[config.mk]
export PLATFORM = sky130hd
export DESIGN_NAME = tex_refill_ctrl
export DESIGN_NICKNAME = d
export VERILOG_FILES = /design/src/rtl/tex_pkg.sv /design/src/rtl/tex_refill_ctrl.sv
export SDC_FILE = /design/constraint.sdc
export NUM_CORES = 1
export LEC_CHECK = 0
export ABC_CLOCK_PERIOD_IN_PS = 7990
export CORE_AREA = 2 2 270 272
export DETAILED_ROUTE_END_ITERATION = 10
export DIE_AREA = 0 0 272 274
export GPL_ROUTABILITY_DRIVEN = 0
export MAX_ROUTING_LAYER = met4
export SYNTH_ARGS = -nofsm -noshare
export SYNTH_HDL_FRONTEND = slang
export SYNTH_SLANG_ARGS = --single-unit
export TNS_END_PERCENT = 1
[constraint.sdc]
create_clock -name clk -period 7.99 [get_ports clk]
set_input_delay 1.1985 -clock clk [delete_from_list [all_inputs] [get_ports clk]]
set_output_delay 1.1985 -clock clk [all_outputs]
set_load 0.05 [all_outputs]
[src/rtl/tex_pkg.sv]
// rtl/tex_pkg.sv - shared constants and state type for the texture refill controller
//
// Purpose: default line/beat geometry and the refill FSM state encoding,
//          imported by tex_refill_ctrl.
// Contents:
//   TEX_LINE_BYTES  default cache line size in bytes
//   TEX_BEAT_BYTES  default memory read beat width in bytes
//   refill_state_t  IDLE / REQ / FILL / RESP

package tex_pkg;

  localparam int TEX_LINE_BYTES = 64;
  localparam int TEX_BEAT_BYTES = 4;

  typedef enum logic [1:0] {
    IDLE = 2'd0,
    REQ  = 2'd1,
    FILL = 2'd2,
    RESP = 2'd3
  } refill_state_t;

endpackage

[src/rtl/tex_refill_ctrl.sv]
// rtl/tex_refill_ctrl.sv - texture cache line refill controller
//
// Purpose: accepts one line-refill request from the cache, issues a single
//          line-aligned burst read to memory, assembles the returned beats
//          into a line buffer and reports the completed line with a
//          one-cycle response pulse.
// Optional feature: define TEX_REFILL_PERF_EN to build the refill and busy
//          cycle counters; otherwise the perf ports are tied to 0.
// Ports:
//   clk, rst          clock, asynchronous active-high reset
//   miss_req_*        refill request from the cache (valid/ready, byte address)
//   miss_resp_*       one-cycle completion pulse and the assembled line
//   mem_req_*         burst read request (valid/ready, base address, beats-1)
//   mem_r*            read beat stream (valid/ready, data)
//   perf_refills      completed refills (wraps)
//   perf_busy_cycles  cycles spent outside IDLE (wraps)

module tex_refill_ctrl
  import tex_pkg::*;
#(
  parameter int LINE_BYTES = TEX_LINE_BYTES,
  parameter int BEAT_BYTES = TEX_BEAT_BYTES
) (
  input  logic                    clk,
  input  logic                    rst,
  input  logic                    miss_req_valid,
  input  logic [31:0]             miss_req_addr,
  output logic                    miss_req_ready,
  output logic                    miss_resp_valid,
  output logic [LINE_BYTES*8-1:0] miss_resp_data,
  output logic                    mem_req_valid,
  output logic [31:0]             mem_req_addr,
  output logic [7:0]              mem_req_len,
  input  logic                    mem_req_ready,
  input  logic                    mem_rvalid,
  input  logic [BEAT_BYTES*8-1:0] mem_rdata,
  output logic                    mem_rready,
  output logic [31:0]             perf_refills,
  output logic [31:0]             perf_busy_cycles
);

  localparam int BEATS  = LINE_BYTES / BEAT_BYTES;
  localparam int BEAT_W = BEAT_BYTES * 8;
  localparam int CNT_W  = (BEATS > 1) ? $clog2(BEATS) : 1;

  localparam logic [CNT_W-1:0] LAST_BEAT   = CNT_W'(BEATS - 1);
  localparam logic [31:0]      OFFSET_MASK = 32'(LINE_BYTES - 1);

  refill_state_t           state_q;
  refill_state_t           state_d;
  logic [CNT_W-1:0]        beat_q;
  logic [31:0]             addr_q;
  logic [LINE_BYTES*8-1:0] line_q;

  logic accept;
  logic beat_fire;
  logic last_beat;

  assign accept    = miss_req_valid && (state_q == IDLE);
  // Beats are only consumed in FILL; anything arriving elsewhere is dropped.
  assign beat_fire = mem_rvalid && (state_q == FILL);
  assign last_beat = beat_fire && (beat_q == LAST_BEAT);

  // State register
  always_ff @(posedge clk or posedge rst) begin
    if (rst) begin
      state_q <= IDLE;
    end else begin
      state_q <= state_d;
    end
  end

  // Next-state logic
  always_comb begin
    state_d = state_q;
    case (state_q)
      IDLE:    if (accept)        state_d = REQ;
      REQ:     if (mem_req_ready) state_d = FILL;
      FILL:    if (last_beat)     state_d = RESP;
      RESP:                       state_d = IDLE;
      default:                    state_d = IDLE;
    endcase
  end

  // Output logic: all handshake outputs decode directly from the state so
  // an asynchronous reset drops them in the same instant.
  always_comb begin
    miss_req_ready  = 1'b0;
    mem_req_valid   = 1'b0;
    mem_rready      = 1'b0;
    miss_resp_valid = 1'b0;
    case (state_q)
      IDLE:    miss_req_ready  = 1'b1;
      REQ:     mem_req_valid   = 1'b1;
      FILL:    mem_rready      = 1'b1;
      RESP:    miss_resp_valid = 1'b1;
      default: miss_req_ready  = 1'b0;
    endcase
  end

  assign mem_req_addr   = addr_q;
  assign mem_req_len    = 8'(BEATS - 1);
  assign miss_resp_data = line_q;

  // Beat index and captured line-aligned address
  always_ff @(posedge clk or posedge rst) begin
    if (rst) begin
      beat_q <= '0;
      addr_q <= '0;
    end else begin
      if (accept) begin
        addr_q <= miss_req_addr & ~OFFSET_MASK;
        beat_q <= '0;
      end else if (beat_fire) begin
        beat_q <= last_beat ? '0 : beat_q + 1'b1;
      end
    end
  end

  // Line buffer carries no reset; it is only written by accepted beats, so
  // the last completed line stays visible until the next fill overwrites it.
  always_ff @(posedge clk) begin
    if (beat_fire) begin
      line_q[int'(beat_q)*BEAT_W +: BEAT_W] <= mem_rdata;
    end
  end

`ifdef TEX_REFILL_PERF_EN
  logic [31:0] refills_q;
  logic [31:0] busy_q;

  always_ff @(posedge clk or posedge rst) begin
    if (rst) begin
      refills_q <= '0;
      busy_q    <= '0;
    end else begin
      if (state_q == RESP) begin
        refills_q <= refills_q + 32'd1;
      end
      if (state_q != IDLE) begin
        busy_q <= busy_q + 32'd1;
      end
    end
  end

  assign perf_refills     = refills_q;
  assign perf_busy_cycles = busy_q;
`else
  assign perf_refills     = 32'd0;
  assign perf_busy_cycles = 32'd0;
`endif

endmodule

==> impl_metrics.toml <==
[finish]
final_area_um2 = 29800
area_growth_pct = 41.2
nets = 2104
utilization = 0.415
drive_above_1_share = 0.118
n_fill_cell = 6637
final_cell_mix = "604 x clkdlybuf4s50_1, 512 x edfxtp_1, 259 x nor2_1, 145 x nor3_1, 88 x nor3_2"
final_common_cell = "clkdlybuf4s50_1"

[floorplan]
dieArea_um2 = 74500
start_util = 0.294
die_h_um = 274
coreArea_um2 = 72000
rows = 99
die_width_um = 272
ios = 689

[cts]
cts_setup_buffers = 0
post_cts_resized = 0
cts_root_buffer = "clkbuf_16"
hold_buffers = 0
tritoncts = "yes"
clock_latency_ps = 630
clk_pin_slew_ps = 60
cts_sinks = 544
cts_buffers = 59
cts_max_path_buffers = 3
cts_max_level = 2

[sta]
rsz0062_at_grt = "false"
maxSlewViolCount = 0
setup_viol = 0
hold_viol = 0
relSlewSlack = 0.233
whs_ps = 504
fin_setup_tns_ps = 0
finalCriticalPeriod_ps = 3840
finClkSkew_ps = 29.7
tightest_slew_ps = 1150
max_freq_mhz = 261
finalCritPeriodShare = 0.480

[yosys]
syn_inst = 1431
synth.avg_cell_area_um2 = 14.8
syn_area_um2 = 21100
yosysWarnings = 0
ys_ff_latch = 544
yosysUniqueCellTypes = 37
synth_seq_area_share = 0.766

[setup_path]
crit_path_end_kind = "flop"
start_kind = "flop"
critPathMostFrequentCell = "buf_4"
cp_slowest_cell = "buf_4"
max_stage_delay_ps = 650
cp.arrival_ps = 4080
cp_max_fo = 68
worstPathRequired_ps = 8230
critical_path_class = "reg2reg"
crit_path_cell_trace = "inv_1 -> ha_1 -> xnor2_1 -> nand2_4 -> buf_4 -> nor3_2 -> buf_4"

[run]
max_cap_viol_count = 0

[global_routing]
grt_pass1_vias = 14100
grt_pass1_wl_mm = 109
globalRouteMet3Util = 0.0491
grt_use_total = 0.214
antenna_found_initial = 8
grt.busiest_layer = "met2"
grt_max_degree = 100
globalRouteMet2Util = 0.362
grt_overflow = 0
grt_util_met1 = 0.252

[power_and_ir_drop]
ir_drop_uv = 442
powerDensity_nw_per_um2 = 312
power_leakage_uw = 0.00979
power_uw = 9290

[worst_hold_path]
hp-class = "reg2reg"

[placement]
hpwl_mm = 53.8
portBuffers = 604
place_area_um2 = 27900

[route]
vias_per_cell = 4.69
drt_iter0_markers = 1370
vias = 14300
drc = 0
firstDrtPassIters = 7
wl_mm = 80.1
ant_nets = 0
routedWlPerCell_um = 26.3

[status]
outcome = "finished clean"
## layout make-up
class                           count  area, µm²  share of cell area
Multi-Input combinational cell    747       4100               0.137
Clock buffer                       74       1530              0.0514
Clock inverter                     36        372              0.0125
Tap cell                          959       1200              0.0402
Antenna cell                        6       15.0            0.000503
Sequential cell                   544      16200               0.542
Timing Repair Buffer              637       6290               0.211
Inverter                           39        146             0.00491
## critical path, delay by kind of cell, from the launching register on
family / cells / cell delay (ps)
xor+xnor: 1 / 430
fa+ha+maj: 1 / 290
buf+inv: 3 / 1260
flops: 1 / 550
simple gates: 2 / 880
## layer usage
layer	part of all wire	up-vias
met4	0.032	0
met1	0.37	7175
met3	0.086	140
met5	0	-
li1	-	6117
met2	0.51	835
## synth_stat cells
library cell	instances	area share
nor2b_1	2	0.00059
a2111o_1	1	0.00053
o21bai_1	1	0.00036
nand3b_1	1	0.00036
nand4_1	3	0.00089
buf_1	8	0.0014
or3b_1	1	0.00041
nand2_1	70	0.012
and4b_1	1	0.00047
nor3_1	152	0.036
o32a_1	1	0.00047
and2_1	34	0.010
ha_1	7	0.0041
nand4b_1	1	0.00041
a21bo_1	1	0.00047
clkbuf_1	27	0.0048
inv_1	39	0.0069
dfrtp_1	32	0.038
a21o_1	1	0.00036
buf_6	13	0.0069
a21oi_1	2	0.00047
nand2b_1	2	0.00059
xnor2_1	1	0.00041
a221oi_1	1	0.00041
a211o_1	2	0.00083
and4_1	1	0.00041
nand3_1	4	0.00095
buf_4	81	0.029
or3_1	2	0.00059
nor3_2	81	0.038
mux2_2	27	0.014
a31oi_1	1	0.00030
edfxtp_1	512	0.73
buf_2	48	0.011
conb_1	2	0.00036
nor2_1	267	0.047
xor2_1	1	0.00041
## cell families (layout without fill, tap and decap cells)
kind of cell | count (synthesis) | in the layout | synth area share
AND/OR/NAND/NOR | 622 | 622 | 0.150
flip-flops | 544 | 544 | 0.766
buffers and inverters | 216 | 786 | 0.0602
multiplexers | 27 | 27 | 0.0144
AO/OA/AOI/OAI | 11 | 11 | 0.00421
adder cells (fa/ha/maj) | 7 | 7 | 0.00415
other | 2 | 84 | 0.000356
XOR/XNOR | 2 | 2 | 0.000829
## worst paths after layout
path                            slack, ps              from                  to  cells past startpoint
min in group asynchronous            1000               rst     mem_req_addr[9]                      3
worst min-delay path                  500  mem_req_addr[29]    mem_req_addr[29]                      1
max in group asynchronous            6690               rst           beat_q[0]                      3
worst min register to register        500  mem_req_addr[29]    mem_req_addr[29]                      1
worst max register to register       4150         beat_q[0]  miss_resp_data[81]                      7
worst max-delay path                 4150         beat_q[0]  miss_resp_data[81]                      7
## power breakdown
group	switching (µW)	leakage [µW]	internal (µW)	total, µW
Clock	1160	0.000930	1580	2740
Combinational	2450	0.00394	636	3090
Sequential	83.3	0.00492	3380	3460
Total	3700	0.00979	5600	9290
## registers in the layout, indices dropped and copies added (netlist names)
signal	count
miss_resp_data	512
mem_req_addr	26
beat_q	4
state_q	2
## metrics by stage
stage | setup WS (ps) | instances
floorplan | 3590 | 1507
global placement | 4110 | 2926
detailed placement | 4040 | 2926
CTS | 4050 | 3036
global route | 3890 | 3037
finish | 4150 | 3042
Power figures use the tool's default switching activity.
